--- src/rtl/result_fifo.sv ---
// result_fifo: buffers convolution results from the datapath and drains
// them to an external reader over a valid/ready handshake on command.
module result_fifo #(
  parameter int DATA_WIDTH = 18,
  parameter int DEPTH      = 256,
  parameter int ADDR_WIDTH = 8
) (
  input  logic                  clk,
  input  logic                  reset,
  input  logic [1:0]            fifo_command,
  input  logic [DATA_WIDTH-1:0] data_in,
  output logic [DATA_WIDTH-1:0] dout,
  output logic                  dout_valid,
  input  logic                  dout_ready,
  output logic [ADDR_WIDTH:0]   count,
  output logic                  full,
  output logic                  empty,
  output logic                  overflow,
  output logic                  drain_busy,
  output logic                  drain_done
);

  typedef enum logic [1:0] {IDLE, FETCH, PRESENT, DONE} state_t;

  localparam logic [1:0]            CMD_READ   = 2'b01;
  localparam logic [1:0]            CMD_WRITE  = 2'b10;
  localparam logic [1:0]            CMD_FLUSH  = 2'b11;
  localparam logic [ADDR_WIDTH:0]   COUNT_FULL = (ADDR_WIDTH + 1)'(DEPTH);
  localparam logic [ADDR_WIDTH:0]   COUNT_ONE  = (ADDR_WIDTH + 1)'(1);
  localparam logic [ADDR_WIDTH-1:0] PTR_ONE    = ADDR_WIDTH'(1);

  logic [DATA_WIDTH-1:0] mem [DEPTH];
  logic [ADDR_WIDTH-1:0] wr_ptr_reg;
  logic [ADDR_WIDTH-1:0] rd_ptr_reg;
  logic [ADDR_WIDTH:0]   count_reg;
  logic [ADDR_WIDTH:0]   count_next;
  logic                  overflow_reg;
  state_t                state_reg;
  logic [DATA_WIDTH-1:0] dout_reg;
  logic                  dout_valid_reg;
  logic                  drain_busy_reg;
  logic                  drain_done_reg;

  logic flush;
  logic wr_req;
  logic wr_en;
  logic pop;

  assign flush  = (fifo_command == CMD_FLUSH);
  assign wr_req = (fifo_command == CMD_WRITE);
  // A write while full is dropped even if a pop frees a slot this cycle.
  assign wr_en  = wr_req && (count_reg != COUNT_FULL);
  assign pop    = (state_reg == PRESENT) && dout_valid_reg && dout_ready;

  assign count      = count_reg;
  assign full       = (count_reg == COUNT_FULL);
  assign empty      = (count_reg == '0);
  assign overflow   = overflow_reg;
  assign dout       = dout_reg;
  assign dout_valid = dout_valid_reg;
  assign drain_busy = drain_busy_reg;
  assign drain_done = drain_done_reg;

  // Occupancy after this cycle's write and pop; also decides end of drain.
  always_comb begin
    count_next = count_reg;
    if (wr_en && !pop)
      count_next = count_reg + COUNT_ONE;
    else if (!wr_en && pop)
      count_next = count_reg - COUNT_ONE;
  end

  // Storage write port; no reset so the array maps onto block RAM.
  always_ff @(posedge clk) begin
    if (wr_en)
      mem[wr_ptr_reg] <= data_in;
  end

  // Registered read port; loaded only in FETCH so dout holds otherwise.
  always_ff @(posedge clk or posedge reset) begin
    if (reset)
      dout_reg <= '0;
    else if ((state_reg == FETCH) && !flush)
      dout_reg <= mem[rd_ptr_reg];
  end

  // Pointers, occupancy and the sticky overflow flag.
  always_ff @(posedge clk or posedge reset) begin
    if (reset) begin
      wr_ptr_reg   <= '0;
      rd_ptr_reg   <= '0;
      count_reg    <= '0;
      overflow_reg <= 1'b0;
    end else if (flush) begin
      wr_ptr_reg   <= '0;
      rd_ptr_reg   <= '0;
      count_reg    <= '0;
      overflow_reg <= 1'b0;
    end else begin
      if (wr_en)
        wr_ptr_reg <= wr_ptr_reg + PTR_ONE;
      if (pop)
        rd_ptr_reg <= rd_ptr_reg + PTR_ONE;
      count_reg <= count_next;
      if (wr_req && full)
        overflow_reg <= 1'b1;
    end
  end

  // Drain state machine with registered handshake and status outputs.
  always_ff @(posedge clk or posedge reset) begin
    if (reset) begin
      state_reg      <= IDLE;
      dout_valid_reg <= 1'b0;
      drain_busy_reg <= 1'b0;
      drain_done_reg <= 1'b0;
    end else if (flush) begin
      state_reg      <= IDLE;
      dout_valid_reg <= 1'b0;
      drain_busy_reg <= 1'b0;
      drain_done_reg <= 1'b0;
    end else begin
      drain_done_reg <= 1'b0;
      case (state_reg)
        IDLE: begin
          if (fifo_command == CMD_READ) begin
            drain_busy_reg <= 1'b1;
            if (count_reg != '0) begin
              state_reg <= FETCH;
            end else begin
              state_reg      <= DONE;
              drain_done_reg <= 1'b1;
            end
          end
        end
        FETCH: begin
          state_reg      <= PRESENT;
          dout_valid_reg <= 1'b1;
        end
        PRESENT: begin
          if (pop) begin
            dout_valid_reg <= 1'b0;
            if (count_next == '0) begin
              state_reg      <= DONE;
              drain_done_reg <= 1'b1;
            end else begin
              state_reg <= FETCH;
            end
          end
        end
        DONE: begin
          state_reg      <= IDLE;
          drain_busy_reg <= 1'b0;
        end
        default: begin
          state_reg      <= IDLE;
          dout_valid_reg <= 1'b0;
          drain_busy_reg <= 1'b0;
        end
      endcase
    end
  end

endmodule

--- config.mk ---
export PLATFORM = sky130hd
export DESIGN_NAME = result_fifo
export DESIGN_NICKNAME = d
export VERILOG_FILES = /design/src/rtl/result_fifo.sv
export SDC_FILE = /design/constraint.sdc
export NUM_CORES = 2
export LEC_CHECK = 0
export ABC_AREA = 1
export BUFFER_PORTS_ARGS = -buffer_cell sky130_fd_sc_hd__clkbuf_2
export CORE_MARGIN = 2
export CORE_UTILIZATION = 66
export CTS_BUF_LIST = sky130_fd_sc_hd__clkbuf_4
export CTS_CLUSTER_SIZE = 16
export DETAILED_ROUTE_END_ITERATION = 8
export PLACE_DENSITY = 0.92
export SYNTH_ARGS = -nofsm -noshare
export SYNTH_HDL_FRONTEND = slang
export SYNTH_MEMORY_MAX_BITS = 65536
export SYNTH_SLANG_ARGS = --single-unit
--- constraint.sdc ---
create_clock -name clk -period 3.7 [get_ports clk]
set_input_delay 0.37 -clock clk [delete_from_list [all_inputs] [get_ports clk]]
set_output_delay 0.37 -clock clk [all_outputs]
set_load 0.05 [all_outputs]
==> reports/results.ini, run 1 <==
[synth]
synth_edf_count=4608
ys_ff_latch=4657
ys_top_cells_by_area=edfxtp_1, nor2_1, o21ai_0, nand2_1, o211ai_1
yosysTopAreaCell=edfxtp_1
synthArstFlopShare_pct=1.05
ys.flop_type=edfxtp_1
synth_cell_types=36
synth.avg_cell_area_um2=12.5
synthesis.area_um2=186000
yosysMostFrequentCell=edfxtp_1
syn-num-nets=14900
yosys_warnings=0
ys_seq_area_share_pct=74.9
ys_top_cells_by_count=edfxtp_1, nor2_1, o21ai_0
syn_inst=14900
synth_top_area_share_pct=74.2

[place]
portBuffers=55
place.gp.congestion=1.01
place_hpwl_um=335000
dp.cells=18400

[grt]
gr-total-overflow=195
antenna_found_initial=177
grt_usage_pct=63.9
grt_start_max_net_pins=155

[clock_network]
htreeDepth=7
cts_buffer_depth=5
cts_made_buffers=1184
cts.sinks=4657
cts-root-buf=clkbuf_4

[timing]
grt-worst-endpoint=dout[1]$_DFFE_PP0P_/D
worstEpCategory=register input

[floorplanning]
fp-row-count=195
ios=56
die_w_um=536
initial_core_util_pct=66.2
die_h_um=536

[status]
status=stopped before the end
lastStage=5_1_grt
toolErrorMsg=[ERROR GRT-0232] Routing congestion too high. Check the congestion heatmap in the GUI.

==> what timing repair did <==
item | in CTS
buffers inserted | 4
endpoints found under the hold margin | 4715
resized for setup | 11
pin swaps | 1
setup endpoints to repair | 1546
cloned | 0
hold buffers | 66
==> stage by stage <==
step	instance area (um2)	hold WS (ps)	setup slack, ps	TNS, ps
3_3_place_gp	194000	429	50.4	0
3_5_place_dp	194000	439	-101	-8690
2_1_floorplan	186000	469	49.8	0
4_1_cts	209000	19.4	-0.398	-0.398
==> cells by family after synthesis <==
kind of cell / after synthesis / synth area share [%]
simple gates: 5370 / 11.2
flops: 4657 / 74.9
compound gates: 3614 / 10.7
buf+inv: 1233 / 3.14
fa+ha+maj: 7 / 0.0470
xor+xnor: 4 / 0.0188
==> metal layers <==
metal,GRT usage [%],overflow
met3,57.5,5
met2,75.5,93
met1,60.9,7
met5,42.7,0
met4,60.8,90
==> run 2: changes to the inputs <==
--- a/config.mk
+++ b/config.mk
@@ -8,11 +8,9 @@
 export ABC_AREA = 1
 export BUFFER_PORTS_ARGS = -buffer_cell sky130_fd_sc_hd__clkbuf_2
 export CORE_MARGIN = 2
-export CORE_UTILIZATION = 66
-export CTS_BUF_LIST = sky130_fd_sc_hd__clkbuf_4
-export CTS_CLUSTER_SIZE = 16
+export CORE_UTILIZATION = 40
 export DETAILED_ROUTE_END_ITERATION = 8
-export PLACE_DENSITY = 0.92
+export PLACE_DENSITY_LB_ADDON = 0.15
 export SYNTH_ARGS = -nofsm -noshare
 export SYNTH_HDL_FRONTEND = slang
 export SYNTH_MEMORY_MAX_BITS = 65536
==> reports/results.ini, run 2 <==
[place]
place_hpwl_um=363000
place.gp.congestion=0.884
portBuffers=55
dp.cells=21000
dpl_cell_area_um2=200000

[critical_path]
crit_path_frequent_cell=nand2_1
startpoint_type=flip-flop
arrival_ps=4650
crit_path_max_incr_delay_ps=550
worstSetupPathType=flip-flop to flip-flop
slowest_stage=dfrtp_4
end_kind=flip-flop
critPathBufInv=4
crit_required_ps=4630
worstPathMaxFanout=78
cp_top_family=simple AND/OR/NAND/NOR gates
crit_chain=buf_12 -> buf_12 -> buf_12 -> buf_4 -> nor2_1 -> o21ai_0 -> o211ai_1 -> nand3_1 -> nand2_1 -> a21oi_1 -> nand3_1 -> nand3_1 -> nand2_1 -> nand2_1 -> nand2_1

[status]
violations=negative setup slack
status=finished, violations left

[power]
cellPowerDensity_nw_per_um2=631
p_leak_nw=72.1
ir_drop_v=0.000553

[cells_and_area]
num-nets-final=15400
final_core_util_pct=46.6
syn_to_final_growth_pct=16.0
largest_reg_flops=4608
drive_above_1_share_pct=12.1
layout_commonest_cell=edfxtp_1
fill_cells=41700
finalNonFillerCells=22000
final_area_um2=216000
final_cell_mix=edfxtp_1, nor2_1, o21ai_0, nand2_1, buf_4

[min_path]
holdCritPathClass=primary input to flip-flop

[synth]
synthesis.area_um2=186000
ys.flop_type=edfxtp_1
syn_inst=14900
ys_top_cells_by_area=edfxtp_1, nor2_1, o21ai_0, nand2_1, o211ai_1
synth_edf_count=4608
syn-num-nets=14900
synth_cell_types=36
ys_top_cells_by_count=edfxtp_1, nor2_1, o21ai_0
yosys_warnings=0
ys_ff_latch=4657
synthArstFlopShare_pct=1.05
ys_seq_area_share_pct=74.9
synth.avg_cell_area_um2=12.5
yosysTopAreaCell=edfxtp_1
synth_top_area_share_pct=74.2
yosysMostFrequentCell=edfxtp_1

[clock_network]
clock_latency_ps=1090
cts_tree=done
cts.sinks=4657
clkSlewWorstSetupHoldPaths_ps=60
htreeDepth=6
cts_made_buffers=518
cts_buffer_depth=4
post_cts_buffers=0
cts-root-buf=clkbuf_16

[timing]
hold_slack_ps=160
fin_skew_ps=77.9
rsz0062_at_grt=false
finalCritPeriodShare_pct=101
fin_ws_ps=-21.3
worst_pin_slew_ps=1350
maxSlewViolCount=0
period_minus_slack_ps=3720
timing.fmax_ghz=0.269
slew_headroom_pct=10.2
timing.final.hold_violations=0
finalSetupViolations=1

[drt]
wl_met3_um=42100
initialDrtViolationCount=15000
met1_length_um=263000
viasPerCell=5.57
met2WireLength_um=280000
final_antenna_net_count=0
top_layer_used=met5
wire_per_inst_um=27.6
drt-total-wl_um=606000
vias=123000
drc=0
drt_first_pass_iters=6

[floorplanning]
die_h_um=687
initial_core_util_pct=40.2
core-area_um2=464000
die_w_um=687
ios=56
fp-row-count=250
die-area_um2=472000

[grt]
grt_usage_pct=25.1
grt_pass1_wl_um=862000
gr-total-overflow=0
grt_pass1_vias=116000
grt_start_max_net_pins=123
antenna_found_initial=43

[job]
maxCapViolations=0

run 2: layout make-up:
class                           count  area, um2  share of cell area, %
Sequential cell                  4657     140000                   64.6
Multi-Input combinational cell   8995      41600                   19.3
Clock buffer                      672      13800                   6.38
Timing Repair Buffer             1016      10200                   4.74
Tap cell                         6174       7720                   3.57
Clock inverter                    253       2340                   1.08
Inverter                          217        857                  0.396
Antenna cell                        9       22.5                 0.0104
run 2: what timing repair did:
action,4_1_cts,5_1_grt
resized for setup,0,5
setup endpoints to repair,0,5
hold endpoints to repair,1182,0
hold buffers,25,0
run 2: final timing paths:
path                            startpoint       end  slack [ps]  cells after the start
setup / recovery             rd_ptr_reg[1]  dout[12]         -20                     15
hold / removal             fifo_command[1]  overflow         160                      4
setup reg to reg             rd_ptr_reg[1]  dout[12]         -20                     15
hold reg to reg                   overflow  overflow         500                      1
max in group asynchronous            reset  dout[12]        2140                      5
min in group asynchronous            reset  count[0]         580                      4
run 2: worst register-to-register path: cells and delay by family (launching register included):
| family | cells | cell delay [ps] |
|---|---|---|
| flops | 1 | 550 |
| simple gates | 8 | 1220 |
| buf+inv | 4 | 1210 |
| compound gates | 3 | 570 |
run 2: layer usage:
layer / global-route usage (%) / vias to the layer above
met5: 0 / -
met4: 7.99 / 2
met3: 3.05 / 838
met2: 39.8 / 4565
met1: 36.1 / 62200
li1: - / 55000
run 2: logic make-up (layout without fill, tap and decap cells):
group           count (synthesis)  in the layout  share of synthesized area, %
xor+xnor                        4              4                        0.0188
flops                        4657           4657                          74.9
fa+ha+maj                       7              7                        0.0470
compound gates               3614           3614                          10.7
other cells                     0              9                             0
buf+inv                      1233           2158                          3.14
simple gates                 5370           5370                          11.2
run 2: stage by stage:
| step | TNS (ps) | power (W) | worst slack, ps |
|---|---|---|---|
| 5_1_grt | 0 | 0.141 | 14.6 |
| 3_5_place_dp | 0 | 0.0875 | 115 |
| 6_report | -21.3 | 0.136 | -21.3 |
| 3_3_place_gp | 0 | 0.0875 | 107 |
| 4_1_cts | 0 | 0.137 | 54.5 |
| 2_1_floorplan | 0 | 0.0756 | 49.8 |
run 2: where the power goes:
part | internal [W] | total [W] | switching (W)
Clock | 0.0283 | 0.0499 | 0.0215
Sequential | 0.0582 | 0.0589 | 0.000670
Combinational | 0.00813 | 0.0276 | 0.0195
Total | 0.0947 | 0.136 | 0.0417
(Power assumes the default switching activity.)
